===== src/rtl/uart_rx_fifo.sv =====
// Oversampled UART receiver with majority-vote bit recovery,
// per-frame error tags, FWFT receive FIFO and RTS flow control.
module uart_rx_fifo #(
  parameter int DATA_BITS     = 8,
  parameter int SYS_CLK_FREQ  = 125000000,
  parameter int BAUD_RATE     = 115200,
  parameter int OVERSAMPLE    = 16,
  parameter int PARITY_ENABLE = 0,
  parameter int PARITY_TYPE   = 0,
  parameter int STOP_BITS     = 1,
  parameter int FIFO_DEPTH    = 16,
  parameter int RTS_THRESHOLD = 12
) (
  input  logic                              clk,
  input  logic                              reset,
  input  logic                              RX,
  output logic [DATA_BITS-1:0]              m_data,
  output logic [1:0]                        m_err,
  output logic                              m_valid,
  input  logic                              m_ready,
  output logic [$clog2(FIFO_DEPTH+1)-1:0]   level,
  output logic                              RTS,
  output logic                              overflow,
  input  logic                              clr_overflow
);

  localparam int DIV = SYS_CLK_FREQ / (BAUD_RATE * OVERSAMPLE);
  localparam int DCW = (DIV > 1) ? $clog2(DIV) : 1;
  localparam int SCW = $clog2(OVERSAMPLE);
  localparam int BCW = $clog2(DATA_BITS);
  localparam int AW  = $clog2(FIFO_DEPTH);
  localparam int LW  = $clog2(FIFO_DEPTH + 1);
  localparam int EW  = DATA_BITS + 2;

  localparam logic [DCW-1:0] D_END = DCW'(DIV - 1);
  localparam logic [SCW-1:0] S_LO  = SCW'(OVERSAMPLE / 2 - 1);
  localparam logic [SCW-1:0] S_MID = SCW'(OVERSAMPLE / 2);
  localparam logic [SCW-1:0] S_HI  = SCW'(OVERSAMPLE / 2 + 1);
  localparam logic [SCW-1:0] S_END = SCW'(OVERSAMPLE - 1);
  localparam logic [BCW-1:0] B_END = BCW'(DATA_BITS - 1);
  localparam logic [BCW-1:0] B_STP = BCW'(STOP_BITS - 1);
  localparam logic [LW-1:0]  L_FUL = LW'(FIFO_DEPTH);
  localparam logic [LW-1:0]  L_THR = LW'(RTS_THRESHOLD);

  typedef enum logic [2:0] {
    IDLE, START, DATA, PARITY, STOP, BREAK_WAIT
  } state_t;

  state_t               state, state_n;
  logic                 rx_m, rx_s;
  logic [DCW-1:0]       dc;
  logic                 tick, restart;
  logic [SCW-1:0]       sc, sc_n;
  logic [BCW-1:0]       bc, bc_n;
  logic [DATA_BITS-1:0] sh, sh_n;
  logic [1:0]           smp, smp_n;
  logic                 ferr, fe_n;
  logic                 perr, pe_n;
  logic                 push, vt, bit_end, vote;
  logic [EW-1:0]        push_w;

  always_ff @(posedge clk or negedge reset) begin
    if (!reset) begin
      rx_m <= 1'b1;
      rx_s <= 1'b1;
    end else begin
      rx_m <= RX;
      rx_s <= rx_m;
    end
  end

  assign tick = (dc == D_END);

  always_ff @(posedge clk or negedge reset) begin
    if (!reset)              dc <= '0;
    else if (restart || tick) dc <= '0;
    else                     dc <= dc + 1'b1;
  end

  assign vt      = tick && (sc == S_HI);
  assign bit_end = tick && (sc == S_END);
  assign vote    = (smp[1] & smp[0]) | (smp[1] & rx_s)
                 | (smp[0] & rx_s);

  always_comb begin
    state_n = state;
    sc_n    = sc;
    bc_n    = bc;
    sh_n    = sh;
    smp_n   = smp;
    fe_n    = ferr;
    pe_n    = perr;
    push    = 1'b0;
    restart = 1'b0;
    if (tick && state != IDLE && state != BREAK_WAIT) begin
      sc_n = sc + 1'b1;
      if (sc == S_LO || sc == S_MID)
        smp_n = {smp[0], rx_s};
    end
    unique case (state)
      IDLE: begin
        if (tick && !rx_s) begin
          state_n = START;
          sc_n    = '0;
          bc_n    = '0;
          fe_n    = 1'b0;
          pe_n    = 1'b0;
          restart = 1'b1;
        end
      end
      START: begin
        if (vt && vote) begin
          state_n = IDLE;
        end else if (bit_end) begin
          state_n = DATA;
          sc_n    = '0;
        end
      end
      DATA: begin
        if (vt)
          sh_n = {vote, sh[DATA_BITS-1:1]};
        if (bit_end) begin
          sc_n = '0;
          if (bc == B_END) begin
            bc_n    = '0;
            state_n = (PARITY_ENABLE != 0) ? PARITY : STOP;
          end else begin
            bc_n = bc + 1'b1;
          end
        end
      end
      PARITY: begin
        if (vt)
          pe_n = ((^{sh, vote}) == (PARITY_TYPE != 0));
        if (bit_end) begin
          state_n = STOP;
          sc_n    = '0;
        end
      end
      STOP: begin
        if (vt) begin
          fe_n = ferr | ~vote;
          // the frame is committed mid-bit so back-to-back
          // frames never lose their start edge
          if (bc == B_STP) begin
            push    = 1'b1;
            state_n = fe_n ? BREAK_WAIT : IDLE;
          end
        end else if (bit_end) begin
          sc_n = '0;
          bc_n = bc + 1'b1;
        end
      end
      BREAK_WAIT: begin
        if (tick && rx_s)
          state_n = IDLE;
      end
      default: state_n = IDLE;
    endcase
  end

  always_ff @(posedge clk or negedge reset) begin
    if (!reset) begin
      state <= IDLE;
      sc    <= '0;
      bc    <= '0;
      sh    <= '0;
      smp   <= '0;
      ferr  <= 1'b0;
      perr  <= 1'b0;
    end else begin
      state <= state_n;
      sc    <= sc_n;
      bc    <= bc_n;
      sh    <= sh_n;
      smp   <= smp_n;
      ferr  <= fe_n;
      perr  <= pe_n;
    end
  end

  assign push_w = {perr, fe_n, sh};

  logic [EW-1:0] mem [FIFO_DEPTH];
  logic [AW-1:0] wp, rp;
  logic [LW-1:0] cnt;
  logic          full, pop, wr;
  logic [EW-1:0] head;

  assign full = (cnt == L_FUL);
  assign pop  = m_valid && m_ready;
  assign wr   = push && (!full || pop);

  always_ff @(posedge clk) begin
    if (wr)
      mem[wp] <= push_w;
  end

  always_ff @(posedge clk or negedge reset) begin
    if (!reset) begin
      wp       <= '0;
      rp       <= '0;
      cnt      <= '0;
      overflow <= 1'b0;
      RTS      <= 1'b1;
    end else begin
      if (wr)  wp <= wp + 1'b1;
      if (pop) rp <= rp + 1'b1;
      cnt <= cnt + LW'(wr) - LW'(pop);
      if (push && full && !pop) overflow <= 1'b1;
      else if (clr_overflow)    overflow <= 1'b0;
      RTS <= (cnt < L_THR);
    end
  end

  assign head    = mem[rp];
  assign m_valid = (cnt != '0);
  assign m_data  = m_valid ? head[DATA_BITS-1:0] : '0;
  assign m_err   = m_valid ? head[EW-1 -: 2] : 2'b00;
  assign level   = cnt;

endmodule


===== config.mk =====
export PLATFORM = sky130hd
export DESIGN_NAME = uart_rx_fifo
export DESIGN_NICKNAME = d
export VERILOG_FILES = /design/src/rtl/uart_rx_fifo.sv
export SDC_FILE = /design/constraint.sdc
export NUM_CORES = 1
export LEC_CHECK = 0
export CAP_MARGIN = 20
export CORE_UTILIZATION = 54
export DETAILED_ROUTE_END_ITERATION = 8
export HOLD_SLACK_MARGIN = 0.02
export PLACE_DENSITY_LB_ADDON = 0.3
export SLEW_MARGIN = 5
export SYNTH_ARGS = -nofsm -noshare
export SYNTH_HDL_FRONTEND = slang
export SYNTH_SLANG_ARGS = --single-unit

===== constraint.sdc =====
create_clock -name clk -period 3.63 [get_ports clk]
set_input_delay 0.5445 -clock clk [delete_from_list [all_inputs] [get_ports clk]]
set_output_delay 0.5445 -clock clk [all_outputs]
set_load 0.05 [all_outputs]

After elaboration in Yosys (flattened, before gate mapping)

Memories as Yosys holds them, arrays and structs flattened.
Index checks and enable logic that the tools add are counted.

Register bits: 46
Latch bits: 0
RAM bits: 160
Memory bits (read-only): 0
Bits of input ports: 5
Output and inout port bits: 18
Word-level logic and storage cells: 128
Memories: 1

$add $sub $neg: 7
$mul: 0
Divide/modulo/power cells: 0
Order comparisons: 1
Equal/unequal tests: 24
Shifts and indexed selects: 0
Muxes and demuxes: 41
Bitwise logic cells: 8
Reductions and logical operators: 31

Memory list:

| memory | depth | width | rd ports | clocked after Yosys merged registers in | wr ports | line | RTL |
|---|---|---|---|---|---|---|---|
| mem    | 16    | 10    | 1        | 0                                       | 1        | 184  | `logic [EW-1:0] mem [FIFO_DEPTH];` |

Operator list:

| kind                                                                         | count |
|---|---|
| 3-bit 2-to-1 mux                                                             | 15 |
| 4-bit 2-to-1 mux                                                             | 5 |
| 2-bit != test, second input constant                                         | 10 |
| 3-bit one-hot mux with 6 select lines                                        | 1 |
| 4-bit one-hot mux with 4 select lines                                        | 1 |
| 1-bit 2-to-1 mux                                                             | 13 |
| 4-bit by 1-bit adder with 4-bit output, second input constant                | 3 |
| 4-bit equality test, second input constant                                   | 3 |
| 1-bit logical AND                                                            | 11 |
| 3-bit equality test, second input constant                                   | 3 |
| 3-bit one-hot mux with 3 select lines                                        | 1 |
| 9-bit XOR reduction                                                          | 1 |
| 8-bit 2-to-1 mux                                                             | 1 |
| 8-bit AND reduction                                                          | 1 |
| 7-bit by 1-bit adder with 7-bit output, second input constant                | 1 |
| 7-bit equality test, second input constant                                   | 1 |
| 7-bit 2-to-1 mux                                                             | 1 |
| 3-bit by 2-bit equality test with 1-bit output, second input constant        | 2 |
| 3-bit zero test                                                              | 2 |
| 3-bit != test, second input constant                                         | 2 |
| 3-bit nonzero test                                                           | 2 |
| 5-bit by 1-bit adder with 5-bit output                                       | 1 |
| 5-bit equality test, second input constant                                   | 1 |
| 5-bit by 4-bit less-than comparator with 1-bit output, second input constant | 1 |
| other kinds (17)                                                             | 29 |

Longest topological paths before layout

Gate-level depths: netlist of the first run.

Word-level depth: 9
Gate-level depth with buffers: 15
Gate-level depth less buffers: 13

Worst setup path before layout of the first run

No wires, ideal clock.

Kind: reg2reg
From: reg cnt[2] (netlist: level[2])
To: mem mem[11][0] (netlist name), enable pin
Setup time: 404 ps
Data arrival time: 2,485 ps
Required time: 3,226 ps
Path slack: 742 ps
Stages on the path, launching flop included: 7
Path buffers: 1
Clock period less this slack: 2,888 ps
Path through: dfrtp_1 > inv_1 > ha_1 > nand4b_1 > nand4_1 > buf_2 > nor4_1

Word-level cells in the longest chain between the ends: 6
Elaborated cells on any way between the ends: 8
Those cells by class: 1 x eq/ne; 2 x mux; 5 x reduce/logical

RTL lines:

| what                                                      | line     | RTL |
|---|---|---|
| start, declared                                           | 186      | `logic [LW-1:0] cnt;` |
| start signal, assigned                                    | 209      | `cnt <= cnt + LW'(wr) - LW'(pop);` |
| 5-bit equality test or 5-bit nonzero test (tied branches) | 190, 217 |  |
| 1-bit zero test or 1-bit logical AND (tied branches)      | 192, 191 |  |
| 1-bit logical OR *                                        | 192      | `assign wr = push && (!full \|\| pop);` |
| 1-bit logical AND *                                       | 192      |  |
| 1-bit 2-to-1 mux *                                        | 195      | `if (wr)` |
| 1-bit 2-to-1 mux (not written as such) *                  | 196      | `mem[wp] <= push_w;` |
| end, declared                                             | 184      |  |

Every way passes the cells marked *; elsewhere a longest branch is shown, timed or not.

Worst setup path after layout of the first run

From: reg rp[0]
To: out m_data[4]

Word-level cells in the longest chain between the ends: 2

RTL lines:

| what                    | line | RTL |
|---|---|---|
| start, declared         | 185  | `logic [AW-1:0] wp, rp;` |
| start signal, assigned  | 208  | `if (pop) rp <= rp + 1'b1;` |
| memory read 16 x 10 bit | -    |  |
| 8-bit 2-to-1 mux        | 218  | `assign m_data = m_valid ? head[DATA_BITS-1:0] : '0;` |
| end, declared           | 17   | `output logic [DATA_BITS-1:0] m_data,` |

Every way passes these cells.

==> metrics.md, run 1 <==
| Metric | Value |
|---|---|
| Met2 routed WL | `8.15 mm` |
| Post-Syn Nets | `509` |
| WL final | `15.9 mm` |
| Hpwl dp | `10.0 mm` |
| Syn. warnings | `0` |
| Synth Area per Inst | `18.1 um^2` |
| Fraction of layout cells with a size suffix above 1 | `0.245` |
| Die area | `16700 um^2` |
| Crit path max fanout | `43` |
| Type of the worst min-delay path | `reg -> reg` |
| IR Drop Worst-Case VDD | `0.000388 V` |
| Status | `finished, final reports clean` |
| Setup violators final | `0` |
| Netlist Area Pre-Place | `8720 um^2` |
| Clock Latency Late Sink | `0.49 ns` |
| IO buf count | `22` |
| Mapped Cells | `483` |
| Synthesized flop and latch total | `206` |
| N_diodes | `0` |
| Fillers | `1107` |
| Drt first pass iters | `5` |
| CP delay by family, top | `multiplexers` |
| Commonest cells after routing, fill and taps aside | `160 x edfxtp_1, 50 x mux4_2, 42 x dfrtp_1` |
| Gp weighted congestion | `0.827` |
| Seq/Total Area, Yosys | `0.683` |
| Worst clock skew | `0.0129 ns` |
| First-pass GRT wire length | `24.9 mm` |
| Met1 wire length | `6.74 mm` |
| Vias in the first global route | `4400` |
| Largest stage delay on the critical path | `0.60 ns` |
| Die Wd | `129 um` |
| Avg WL per Cell | `21.2 um` |
| Vias post-DR | `4359` |
| Fin. Hold Viols | `0` |
| CP Launch Type | `flop` |
| Max layer used | `met4` |
| H-Tree Level Count | `1` |
| RSZ-0062 raised after global routing | `no` |
| Grt ovf | `0` |
| Setup slack at placement | `0.753 ns` |
| Chip Height | `129 um` |
| EDFF count, synth | `160` |
| Global Route Usage Sum | `0.205` |
| Largest net degree at the start of global routing | `47` |
| Met3 WL | `810 um` |
| Slowest library cell on the worst path | `mux4_2` |
| CP cell instances | `buf_12, mux4_2, mux4_2, nor2b_1, buf_4` |
| Row count | `46` |
| Max cap viols | `0` |
| Clk buf depth | `3` |
| Initial Util | `0.551` |
| Rel. slew slack | `0.432` |
| Max-slew violation count | `0` |
| CTS resizes | `0` |
| Initial antenna violation count | `0` |
| Most frequent cell on the critical path | `mux4_2` |
| Syn-to-layout area delta | `12.7%` |
| Type of destination of the critical path | `output pin` |
| Clk sinks | `206` |
| Crit path time final | `3.17 ns` |
| Asr flop ratio synth | `0.223` |
| F_max | `0.315 GHz` |
| WP data arrival | `2.63 ns` |
| 1st-iter DRT viols | `331` |
| DR vias/cell | `5.84` |
| Worst path bufs/invs | `2` |
| Synth Flop Type | `edfxtp_1` |
| Crit path kind | `reg -> out` |
| Slew @ Worst Pin | `0.853 ns` |
| Final worst setup slack | `0.455 ns` |
| ANT nets after route | `0` |
| Final Cycle Share | `0.875` |
| I/O Pins | `23` |
| CTS buffer count | `20` |
| Final #Nets | `544` |
| Remaining DRCs | `0` |
| Clock transition at the registers of the reported paths | `0.06 ns` |
| CTS tree | `built` |
| Static leakage | `3.89 nW` |
| CTS Root Cell | `clkbuf_16` |
| Worst EP required | `3.09 ns` |
| Setup_tns | `0 ns` |
| Power density cells | `568 nW/um^2` |
| Commonest non-fill, non-tap cell in the layout | `edfxtp_1` |
| Cell variety after synth | `51` |
| Placeable core area | `15800 um^2` |
## worst reg2reg max path, stage by stage, from the launching register on
cell	delay (ns)
dfrtp_1	0.41
inv_1	0.10
ha_1	0.17
nand3b_1	0.16
nor3_1	0.39
nand4_1	0.20
ha_1	0.32
inv_1	0.04
ha_1	0.20
fa_1	0.41
a21oi_1	0.16
nor2_1	0.06
nor2_1	0.11
xnor2_1	0.13
## worst paths after layout
| kind | start | slack [ns] | end | cells past startpoint |
|---|---|---|---|---|
| min in group asynchronous | reset | 0.45 | rp[3]$_DFFE_PN0N_ | 2 |
| setup / recovery | rp[0]$_DFFE_PN0N_ | 0.46 | m_data[4] | 5 |
| setup reg to reg | sc[1]$_DFF_PN0_ | 0.72 | level[4]$_DFF_PN0_ | 13 |
| max in group asynchronous | reset | 2.65 | rx_m$_DFF_PN1_ | 3 |
| hold reg to reg | rx_m$_DFF_PN1_ | 0.36 | rx_s$_DFF_PN1_ | 0 |
| hold / removal | rx_m$_DFF_PN1_ | 0.36 | rx_s$_DFF_PN1_ | 0 |
## cell type report
cell class | count | area [um^2] | area share
multi-input combinational | 236 | 2600 | 0.264
timing repair buffer | 33 | 313 | 0.0318
sequential | 206 | 5960 | 0.606
tap | 216 | 270 | 0.0275
clock buffer | 24 | 537 | 0.0546
clock inverter | 11 | 73.8 | 0.00751
inverter | 21 | 78.8 | 0.00802
## synth_stat cells (4+ instances only)
| cell | n | share of area |
|---|---|---|
| xor2_1 | 5 | 0.0050 |
| nand3_1 | 6 | 0.0034 |
| nand2_1 | 8 | 0.0034 |
| ha_1 | 20 | 0.029 |
| and2_1 | 13 | 0.0093 |
| edfxtp_1 | 160 | 0.55 |
| dfrtp_1 | 43 | 0.12 |
| mux4_2 | 50 | 0.13 |
| buf_6 | 4 | 0.0052 |
| clkbuf_1 | 12 | 0.0052 |
| nor4_1 | 5 | 0.0036 |
| inv_1 | 21 | 0.0090 |
| mux2_2 | 14 | 0.018 |
| a21oi_1 | 9 | 0.0052 |
| nor3_1 | 4 | 0.0023 |
| nand3b_1 | 4 | 0.0034 |
| nor2_1 | 21 | 0.0090 |
| xnor2_1 | 21 | 0.021 |
| nor2b_1 | 13 | 0.0093 |
## metal layers
metal	vias to the layer above	track usage
met4	0	0.0491
met1	2279	0.284
met2	116	0.346
met5	-	0
met3	17	0.0301
li1	1947	-
## state kept, by name (all words and copies together), names as in the netlist, 2 cells and up
signal,count
level,5
mem,160
wp,4
rp,4
smp,2
state,3
sh,8
dc,7
sc,4
bc,3
## power by group
group | switching, W | total (W) | internal [W]
sequential | 0.000120 | 0.00270 | 0.00258
clock | 0.000808 | 0.00193 | 0.00112
combinational | 0.000527 | 0.000955 | 0.000428
total | 0.00145 | 0.00558 | 0.00413
## through the flow
| stage | hold slack (ns) | cell area [um^2] | cells | power [W] | utilization |
|---|---|---|---|---|---|
| 2_1_floorplan | 0.249 | 8720 | 483 | 0.00348 | - |
| 3_3_place_gp | 0.348 | 9190 | 710 | 0.00370 | 0.581 |
| 3_5_place_dp | 0.348 | 9190 | 710 | 0.00372 | 0.581 |
| 4_1_cts | 0.266 | 9800 | 745 | 0.00565 | 0.619 |
| 5_1_grt | 0.359 | 9830 | 747 | 0.00581 | 0.621 |
| 6_report | 0.356 | 9830 | 747 | 0.00558 | 0.621 |
## cell families after synthesis
logic type,share of synthesized area
DFF,0.683
and+or+nand+nor,0.0626
muxes,0.152
buffers and inverters,0.0215
AOI/OAI and AO/OA,0.0224
xor gates and xnor gates,0.0261
adders and majority gates,0.0321
## repair_timing
action / in CTS / in global routing
setup buffers: 0 / 0
endpoints found under the hold margin: 0 / 6
hold buffers: 0 / 1
setup endpoints to repair: 0 / 0
Note: power is estimated with default switching activity, not from simulation.
==> inputs of run 2 (changes only) <==
- CORE_UTILIZATION: 54 -> 61
==> run 2 against run 1 <==
  * Global-route usage is 4.2 points higher
  * Setup slack worse by 0.33 ns
  * Largest cell class unchanged
  * Sequential cell count stayed put
  * Sequential power hardly changed
==> metrics.md, run 2 (synthesized netlist as in run 1, its figures left out) <==
| Metric | Value |
|---|---|
| Clk buf depth | `3` |
| CTS buffer count | `21` |
| Reg2reg end | `mem[2][8]$_DFFE_PP_` |
| Critical Path Stages | `4` |
| Most frequent cell on the critical path | `mux4_2` |
| Remaining DRCs | `0` |
| Final worst setup slack | `0.130 ns` |
| Status | `finished, final reports clean` |
| Biggest registers after layout | `mem (160), sh (8), dc (7)` |
| First-pass GRT wire length | `26.2 mm` |
| Fin. Hold Viols | `0` |
| Max-slew violation count | `0` |
| Final #Nets | `552` |
| CP cell instances | `mux4_2, mux4_2, nor2b_1, clkdlybuf4s50_1` |
| Crit path time final | `3.50 ns` |
| Hold Crit Depth | `0` |
| RSZ-0062 raised after global routing | `no` |
| Reg-to-reg startpoint | `dc[0]$_DFF_PN0_` |
| Power density cells | `579 nW/um^2` |
| Max cap viols | `0` |
| Rel. slew slack | `0.473` |
| 1st-iter DRT viols | `387` |
| Post-route cell area | `9890 um^2` |
| Crit path max fanout | `12` |
| Avg WL per Cell | `23.5 um` |
| Hpwl dp | `10.0 mm` |
| N_diodes | `0` |
| Largest net degree at the start of global routing | `47` |
| Die Wd | `122 um` |
| Initial Util | `0.626` |
| Worst setup startpoint | `rp[0]$_DFFE_PN0N_` |
| IR Drop Worst-Case VDD | `0.000639 V` |
| Worst clock skew | `0.00792 ns` |
| Commonest cells after routing, fill and taps aside | `160 x edfxtp_1, 50 x mux4_2, 42 x dfrtp_1` |
| Setup violators final | `0` |
| Syn-to-layout area delta | `13.4%` |
| Slew @ Worst Pin | `0.791 ns` |
| Top reg by flops | `mem` |
| CP delay by family, top | `multiplexers` |
| Drt first pass iters | `5` |
| Worst path bufs/invs | `1` |
| CTS Root Cell | `clkbuf_16` |
| Gp weighted congestion | `0.870` |
| Clock transition at the registers of the reported paths | `0.06 ns` |
| Type of destination of the critical path | `output pin` |
| Reg2reg setup slack | `0.70 ns` |
| DR vias/cell | `6.22` |
| Max reg flops | `160` |
| Initial antenna violation count | `0` |
| CP Launch Type | `flop` |
| F_max | `0.286 GHz` |
| Vias in the first global route | `4591` |
| Global Route Usage Sum | `0.247` |
| Clock Latency Late Sink | `0.48 ns` |
| Type of the worst min-delay path | `reg -> reg` |
| Clk sinks | `206` |
| Setup Fix Bufs, Post-CTS | `0` |
| Vias post-DR | `4479` |
| Fraction of layout cells with a size suffix above 1 | `0.256` |
| ANT nets after route | `0` |
| I/O Pins | `23` |
| IO buf count | `22` |
| CP Capture Point | `m_data[6]` |
| Final core utilization | `0.710` |
| Grt ovf | `0` |
| Chip Height | `122 um` |
| Crit path kind | `reg -> out` |
| Setup_tns | `0 ns` |
| Die area | `14800 um^2` |
| WP data arrival | `2.96 ns` |
| Worst EP required | `3.09 ns` |
| DP Area | `9190 um^2` |
| CTS tree | `built` |
| H-Tree Level Count | `1` |
| Commonest non-fill, non-tap cell in the layout | `edfxtp_1` |
| Hold slack | `0.359 ns` |
| Setup slack at placement | `0.571 ns` |
| Final Cycle Share | `0.964` |
| Row count | `43` |
| Slowest library cell on the worst path | `clkdlybuf4s50_1` |
| Static leakage | `3.97 nW` |
| WL final | `16.9 mm` |
| Largest stage delay on the critical path | `0.72 ns` |
| Placeable core area | `13900 um^2` |
| Worst R2R Path Depth | `9` |
==> run 2: layout make-up <==
cell class | instances | area [um^2]
clock buffer | 26 | 564
clock inverter | 11 | 100
fill | 849 | 4050
inverter | 21 | 78.8
multi-input combinational | 236 | 2600
sequential | 206 | 5960
tap | 180 | 225
timing repair buffer | 40 | 360
==> run 2: report_power, final <==
part,leakage [nW],switching (W),internal (W)
clock,0.331,0.000832,0.00124
sequential,2.45,0.000107,0.00258
combinational,1.19,0.000538,0.000426
total,3.97,0.00148,0.00425
==> run 2: how the worst min path moves through the flow <==
stage / from / endpoint / slack, ns
after floorplan: reset / bc[0]$_DFFE_PN0P_ / 0.25
after detailed placement: rx_m$_DFF_PN1_ / rx_s$_DFF_PN1_ / 0.35
after global placement: rx_m$_DFF_PN1_ / rx_s$_DFF_PN1_ / 0.35
final: rx_m$_DFF_PN1_ / rx_s$_DFF_PN1_ / 0.36
after global routing: rx_m$_DFF_PN1_ / rx_s$_DFF_PN1_ / 0.37
after CTS: reset / sc[0]$_DFF_PN0_ / 0.28
==> run 2: routing by layer <==
metal | wire [um] | GRT usage | vias up
li1 | - | - | 1962
met1 | 7040 | 0.340 | 2341
met2 | 8570 | 0.409 | 143
met3 | 856 | 0.0375 | 33
met4 | 448 | 0.0826 | 0
met5 | 0 | 0 | -
==> run 2: worst register-to-register path, delay by kind of cell, from the launching register on <==
family | cells | cell delay (ns)
buffers and inverters | 3 | 0.58
AND/OR/NAND/NOR | 5 | 1.51
adder cells (fa/ha/maj) | 1 | 0.13
flip-flops | 1 | 0.43
==> run 2: metrics by stage <==
step                instances  total power, W
global route              720         0.00595
CTS                       718         0.00577
finish                    720         0.00573
floorplan                 483         0.00348
detailed placement        681         0.00371
global placement          681         0.00369
==> run 2: repair_timing <==
action,CTS,global route
hold buffers,0,1
resized for setup,0,1
endpoints found under the hold margin,0,14
setup endpoints to repair,0,1
